File: src/rtl/line_burst_adapter_pkg.sv
// Shared types and constants for the line/burst adapter.
package cache_types;

  // Adapter control states.
  typedef enum logic [1:0] {
    IDLE  = 2'd0,
    READ  = 2'd1,
    WRITE = 2'd2,
    DONE  = 2'd3
  } adapter_state_e;

  // Default geometry: a 256-bit cache line moved as 64-bit memory beats.
  localparam int line_bits  = 256;
  localparam int burst_bits = 64;
  localparam int num_beats  = line_bits / burst_bits;

  // Clears the byte-offset-within-line bits so memory always sees a line-aligned address.
  function automatic logic [31:0] align_line(input logic [31:0] addr, input int unsigned off_bits);
    logic [31:0] mask;
    mask = (32'd1 << off_bits) - 32'd1;
    return addr & ~mask;
  endfunction

endpackage

File: src/rtl/line_burst_adapter_if.sv
// Cache-side and memory-side signals of the line/burst adapter.
// The adapter connects through the slave modport; the environment uses master.
interface line_burst_adapter_if #(
  parameter int s_line  = 256,
  parameter int s_burst = 64
);
  logic [s_line-1:0]  line_i;
  logic [s_line-1:0]  line_o;
  logic [31:0]        address_i;
  logic               read_i;
  logic               write_i;
  logic               resp_o;
  logic [s_burst-1:0] burst_i;
  logic [s_burst-1:0] burst_o;
  logic [31:0]        address_o;
  logic               read_o;
  logic               write_o;
  logic               resp_i;

  modport slave (
    input  line_i, address_i, read_i, write_i, burst_i, resp_i,
    output line_o, resp_o, burst_o, address_o, read_o, write_o
  );

  modport master (
    output line_i, address_i, read_i, write_i, burst_i, resp_i,
    input  line_o, resp_o, burst_o, address_o, read_o, write_o
  );
endinterface

File: src/rtl/line_burst_adapter.sv
// Converts whole cache-line read/write requests into num_beats memory beats.
// A beat moves on every cycle the memory raises resp_i; after the last beat the
// adapter spends one DONE cycle pulsing resp_o back to the cache controller.
module line_burst_adapter #(
  parameter int s_line    = cache_types::line_bits,
  parameter int s_burst   = cache_types::burst_bits,
  parameter int num_beats = s_line / s_burst
) (
  input logic                 clk,
  input logic                 rst,
  line_burst_adapter_if.slave bus
);
  import cache_types::*;

  localparam int              cw        = (num_beats > 1) ? $clog2(num_beats) : 1;
  localparam logic [cw-1:0]   last_beat = cw'(num_beats - 1);
  localparam int unsigned     off_bits  = $clog2(s_line / 8);

  adapter_state_e     state_r, state_s;
  logic [cw-1:0]      count_r, count_s;
  logic [31:0]        addr_r, addr_s;
  logic [s_line-1:0]  wline_r, wline_s;
  logic [s_line-1:0]  rline_r, rline_s;

  logic               read_r, write_r, resp_r;
  logic [31:0]        address_r;
  logic [s_burst-1:0] burst_r;

  // State register; an asserted reset abandons any transfer in flight.
  always_ff @(posedge clk or posedge rst) begin
    if (rst) begin
      state_r <= IDLE;
    end else begin
      state_r <= state_s;
    end
  end

  // Next-state, beat counter and line/address capture.
  always_comb begin
    state_s = state_r;
    count_s = count_r;
    addr_s  = addr_r;
    wline_s = wline_r;
    rline_s = rline_r;
    case (state_r)
      IDLE: begin
        if (bus.read_i) begin
          state_s = READ;
          addr_s  = align_line(bus.address_i, off_bits);
        end else if (bus.write_i) begin
          state_s = WRITE;
          addr_s  = align_line(bus.address_i, off_bits);
          wline_s = bus.line_i;
        end else begin
          state_s = IDLE;
        end
      end
      READ: begin
        if (bus.resp_i) begin
          rline_s[int'(count_r) * s_burst +: s_burst] = bus.burst_i;
          if (count_r == last_beat) begin
            count_s = {cw{1'b0}};
            state_s = DONE;
          end else begin
            count_s = count_r + cw'(1);
          end
        end else begin
          count_s = count_r;
        end
      end
      WRITE: begin
        if (bus.resp_i) begin
          if (count_r == last_beat) begin
            count_s = {cw{1'b0}};
            state_s = DONE;
          end else begin
            count_s = count_r + cw'(1);
          end
        end else begin
          count_s = count_r;
        end
      end
      DONE: begin
        state_s = IDLE;
      end
      default: begin
        state_s = IDLE;
        count_s = {cw{1'b0}};
      end
    endcase
  end

  // Datapath registers and outputs, registered from the next-state values so
  // they line up with the state they describe.
  always_ff @(posedge clk or posedge rst) begin
    if (rst) begin
      count_r   <= {cw{1'b0}};
      addr_r    <= 32'd0;
      wline_r   <= {s_line{1'b0}};
      rline_r   <= {s_line{1'b0}};
      read_r    <= 1'b0;
      write_r   <= 1'b0;
      resp_r    <= 1'b0;
      address_r <= 32'd0;
      burst_r   <= {s_burst{1'b0}};
    end else begin
      count_r   <= count_s;
      addr_r    <= addr_s;
      wline_r   <= wline_s;
      rline_r   <= rline_s;
      read_r    <= (state_s == READ);
      write_r   <= (state_s == WRITE);
      resp_r    <= (state_s == DONE);
      address_r <= ((state_s == READ) || (state_s == WRITE)) ? addr_s : 32'd0;
      burst_r   <= (state_s == WRITE) ? wline_s[int'(count_s) * s_burst +: s_burst]
                                      : {s_burst{1'b0}};
    end
  end

  assign bus.line_o    = rline_r;
  assign bus.read_o    = read_r;
  assign bus.write_o   = write_r;
  assign bus.resp_o    = resp_r;
  assign bus.address_o = address_r;
  assign bus.burst_o   = burst_r;

endmodule

File: src/flat_wrapper.sv
// flat-port wrapper written by rule: the top's interface ports become plain ports
module line_burst_adapter_flat import cache_types::*;
#(
  parameter int s_line    = cache_types::line_bits,
  parameter int s_burst   = cache_types::burst_bits,
  parameter int num_beats = s_line / s_burst
)
  (clk, rst, bus_line_i, bus_address_i, bus_read_i, bus_write_i, bus_burst_i, bus_resp_i, bus_line_o, bus_resp_o, bus_burst_o, bus_address_o, bus_read_o, bus_write_o);
  line_burst_adapter_if #(.s_line(s_line), .s_burst(s_burst)) bus_i ();
  input logic clk;
  input logic rst;
  input wire logic [$bits(bus_i.line_i)-1:0] bus_line_i;
  input wire logic [$bits(bus_i.address_i)-1:0] bus_address_i;
  input wire logic [$bits(bus_i.read_i)-1:0] bus_read_i;
  input wire logic [$bits(bus_i.write_i)-1:0] bus_write_i;
  input wire logic [$bits(bus_i.burst_i)-1:0] bus_burst_i;
  input wire logic [$bits(bus_i.resp_i)-1:0] bus_resp_i;
  output wire logic [$bits(bus_i.line_o)-1:0] bus_line_o;
  output wire logic [$bits(bus_i.resp_o)-1:0] bus_resp_o;
  output wire logic [$bits(bus_i.burst_o)-1:0] bus_burst_o;
  output wire logic [$bits(bus_i.address_o)-1:0] bus_address_o;
  output wire logic [$bits(bus_i.read_o)-1:0] bus_read_o;
  output wire logic [$bits(bus_i.write_o)-1:0] bus_write_o;
  assign bus_i.line_i = bus_line_i;
  assign bus_i.address_i = bus_address_i;
  assign bus_i.read_i = bus_read_i;
  assign bus_i.write_i = bus_write_i;
  assign bus_i.burst_i = bus_burst_i;
  assign bus_i.resp_i = bus_resp_i;
  assign bus_line_o = bus_i.line_o;
  assign bus_resp_o = bus_i.resp_o;
  assign bus_burst_o = bus_i.burst_o;
  assign bus_address_o = bus_i.address_o;
  assign bus_read_o = bus_i.read_o;
  assign bus_write_o = bus_i.write_o;
  line_burst_adapter #(.s_line(s_line), .s_burst(s_burst), .num_beats(num_beats)) u_core (.clk(clk), .rst(rst), .bus(bus_i));
endmodule
File: config.mk
export PLATFORM = sky130hd
export DESIGN_NAME = line_burst_adapter_flat
export DESIGN_NICKNAME = d
export VERILOG_FILES = /design/src/rtl/line_burst_adapter_pkg.sv /design/src/rtl/line_burst_adapter_if.sv /design/src/rtl/line_burst_adapter.sv /design/src/flat_wrapper.sv
export SDC_FILE = /design/constraint.sdc
export NUM_CORES = 1
export LEC_CHECK = 0
export ABC_AREA = 0
export ABC_CLOCK_PERIOD_IN_PS = 63900
export CAP_MARGIN = 10
export CORE_AREA = 5 5 273 275
export CTS_CLUSTER_SIZE = 16
export DETAILED_ROUTE_END_ITERATION = 10
export DIE_AREA = 0 0 278 280
export PLACE_DENSITY_LB_ADDON = 0.05
export SYNTH_ARGS = -nofsm -noshare
export SYNTH_HDL_FRONTEND = slang
export SYNTH_SLANG_ARGS = --single-unit
File: constraint.sdc
create_clock -name clk -period 63.9 [get_ports clk]
set_clock_uncertainty 0.1 [all_clocks]
set_input_delay 15.975 -clock clk [delete_from_list [all_inputs] [get_ports clk]]
set_output_delay 15.975 -clock clk [all_outputs]
set_load 0.05 [all_outputs]
==> out/metrics.csv <==
stage,metric,value,unit
clocking,clock input transition at the sequential cells of the worst setup and hold paths,60,ps
detailed_routing,Vias per Instance,5.142,
timing,share of the clock period used by the worst path,30.03,%
floorplan,Vert. Die Dim,280,µm
power_and_ir_drop,Cell Pwr Density,52.47,nW/µm²
placed_design,IO Port Bufs,706,
logic_synthesis,synthesis-stage register bit count,647,
logic_synthesis,Synth Area per Inst,12.36,µm²
floorplan,placeable core area,72090,µm²
grt,wire length of the first global-routing pass,133.8,mm
critical_path,data arrival time of the critical path,19570,ps
timing,transition time at the pin with the least slew margin,1204,ps
clocking,H-Tree Depth,3,
critical_path,type of element launching the critical path,input port,
timing,slew margin rel.,19.75,%
logic_synthesis,Post-Syn Instances,2133,
power_and_ir_drop,Peak VDD IR,30.82,µV
detailed_routing,Via Count,19623,
placed_design,DP HPWL,60.73,mm
clocking,count of cells resized by post-cts repair,0,
layout,proportion of layout cells with a drive suffix above 1,10.78,%
timing,number of pins with negative max-slew slack in the final report,0,
logic_synthesis,adder and majority cell fraction of the synthesized area,0.5696,%
detailed_routing,iteration count of the initial detailed-routing pass,5,
clocking,CTS tree,done,
grt,largest net degree at the start of global routing,193,
clocking,clock root buffer,clkbuf_16,
critical_path,reg-to-reg critical path startpoint,u_core.state_r[0],
layout,layout net count,3150,
layout,post-route core utilization,50.97,%
grt,via count of the first global-routing pass,20175,
critical_path,depth of the most critical reg-to-reg path,7,
grt,total grt overflow,0,
critical_path,critical path peak fanout,171,
logic_synthesis,compound-cell area share of the yosys netlist,10.74,%
clocking,Sinks on Clock Net,647,
clocking,CTS Hold Bufs,0,
min_path,Hold EP,u_core.wline_r[119],
critical_path,Worst Setup Path Type,in -> reg,
logic_synthesis,share of the synthesized netlist area taken by xor and xnor gates,0,%
floorplan,Initial Utilization,36.57,%
grt,antenna violations before repair,41,
logic_synthesis,Post-Synthesis Cell Area,26360,µm²
layout,"commonest cells after routing, fill and taps aside","nand2_1, clkdlybuf4s50_1, dfrtp_1",
floorplan,overall die width,278,µm
min_path,hold crit path type,reg -> reg,
critical_path,setup slack of the worst register-to-register path,60190,ps
floorplan,count of boundary I/O pins,712,
critical_path,Critical Path Max Stage Delay,620,ps
min_path,Hold Path Cell Cnt,2,
logic_synthesis,syn_nets,2502,
logic_synthesis,mux contribution to synthesized area,12.16,%
clocking,number of post-CTS setup repair buffers,0,
critical_path,Critical R2R Capture,u_core.bus.burst_o[38],
grt,global-route usage over all layers,22.34,%
timing,count of final hold-check violations,0,
clocking,Clock Tree Buf Depth,3,
power_and_ir_drop,leakage power of the design,16.83,nW
logic_synthesis,sequential share of the synthesized area,61.42,%
detailed_routing,remaining routing DRC violations,0,
layout,most common library cell in the layout ignoring fill and taps,nand2_1,
critical_path,Setup crit end kind,flip-flop,
detailed_routing,wire per inst,23.51,µm
floorplan,cell row count,99,
timing,total of endpoints with negative setup slack in the final report,0,
status,outcome,finished clean,
logic_synthesis,fraction of the mapped netlist area in simple logic gates,12.23,%
timing,setup repair after global routing missed its margin,no,
timing,setup tns final,0,ps
timing,Fmax achieved,52.12,MHz
detailed_routing,total length of routed wires,89.73,mm
critical_path,critical path data required time,64280,ps
logic_synthesis,number of distinct library cell variants in the gate-level netlist after synthesis,22,
critical_path,CP cell instances,"clkdlybuf4s50_1, nor2b_1, and2_4, buf_4, buf_12, mux4_2, a22o_1",
logic_synthesis,count of yosys warnings during synthesis,0,
detailed_routing,Final ANT Viol Nets,0,
clocking,Skew-Pair Late Insertion Delay,590,ps
critical_path,CP max stage cell,buf_4,
layout,synth-to-layout area growth,39.40,%
min_path,origin of the worst min-delay path,u_core.wline_r[119],
detailed_routing,Iteration-0 DRC Markers,1178,
logic_synthesis,largest family of logic cells by synthesized area,simple AND/OR/NAND/NOR gates,
clocking,CTS Buf Count,73,
placed_design,weighted congestion reported at the end of routability-driven placement,0.8158,
flow_run,total of max-cap violations,0,
layout,total of fill cells in the finished design,6348,
timing,Final Critical Period,19190,ps
floorplan,Total Die Area,77840,µm²
[cell usage after synthesis, drive strengths merged]
cell type / n / share of area (%)
a22o: 320 / 11
and2: 8 / 0.19
buf: 56 / 1.3
clkbuf: 104 / 1.5
dfrtp: 647 / 61
ha: 12 / 0.57
inv: 9 / 0.13
mux2: 27 / 1.2
mux2i: 2 / 0.076
mux4: 128 / 11
nand2: 772 / 11
nand3: 4 / 0.076
nor2: 1 / 0.014
nor2b: 34 / 0.81
nor4: 1 / 0.047
nor4b: 3 / 0.10
o21a: 1 / 0.028
o21ai: 4 / 0.076
[area by class of cell]
cell class	instances	area, µm²	share of cell area, %
inverters	9	41.29	0.1124
repair buffers	733	7295	19.85
diodes	27	67.56	0.1839
multi-input cells	1317	9494	25.84
clock buffers	105	2141	5.826
clock inverters	19	319.1	0.8682
flip-flops and latches	647	16190	44.06
well taps	959	1200	3.265
[critical path, delay by kind of cell]
kind	cells	cell delay [ps]
muxes	1	600
and+or+nand+nor	2	770
buffers and inverters	3	1720
AOI/OAI and AO/OA	1	240
[cells by family (layout without fill, tap and decap cells)]
logic type,Yosys count,after routing
AO/OA/AOI/OAI,325,325
adder cells (fa/ha/maj),12,12
buffers and inverters,169,866
flip-flops,647,647
multiplexers,157,157
other,0,27
AND/OR/NAND/NOR,823,823
[metrics by stage]
step	cell area (µm²)	total power, W	hold WS (ps)	cells	setup slack [ps]
global placement	34220	0.001495	351.1	3665	44060
detailed placement	34220	0.001511	356.8	3665	43990
CTS	36680	0.001952	370.4	3789	44660
floorplan	26360	0.001220	340.3	2133	29700
global route	36730	0.002028	384.2	3810	44210
finish	36750	0.001928	368.0	3816	44710
[flip-flops by register name (all words and copies together) (netlist names)]
signal,count
u_core.state_r,2
u_core.bus.address_o,32
u_core.bus.write_o,1
u_core.wline_r,256
u_core.count_r,2
u_core.bus.burst_o,64
u_core.addr_r,32
u_core.bus.read_o,1
u_core.bus.resp_o,1
u_core.bus.line_o,256
[per-layer routing]
metal	share of wire, %	GRT usage [%]	routed length (µm)	vias to the layer above
li1	-	-	-	8763
met1	38	26.74	34220	10049
met2	51	37.84	45570	631
met3	7.6	7.064	6845	156
met4	3.2	8.964	2912	24
met5	0.20	0	179	-
[worst max path at each step]
stage	slack [ps]	startpoint	end
CTS	44660	rst	u_core.wline_r[163]
global placement	44060	rst	u_core.wline_r[163]
floorplan	29700	rst	u_core.addr_r[0]
detailed placement	43990	rst	u_core.wline_r[163]
global route	44210	rst	u_core.wline_r[163]
finish	44710	bus_write_i	u_core.bus.burst_o[38]
[report_power, final]
group	total [W]	switching, W	internal (W)
sequential	0.000644	0.0000770	0.000567
clock	0.000432	0.000167	0.000264
combinational	0.000852	0.000512	0.000340
No activity file was read; power rests on OpenSTA's default activity.
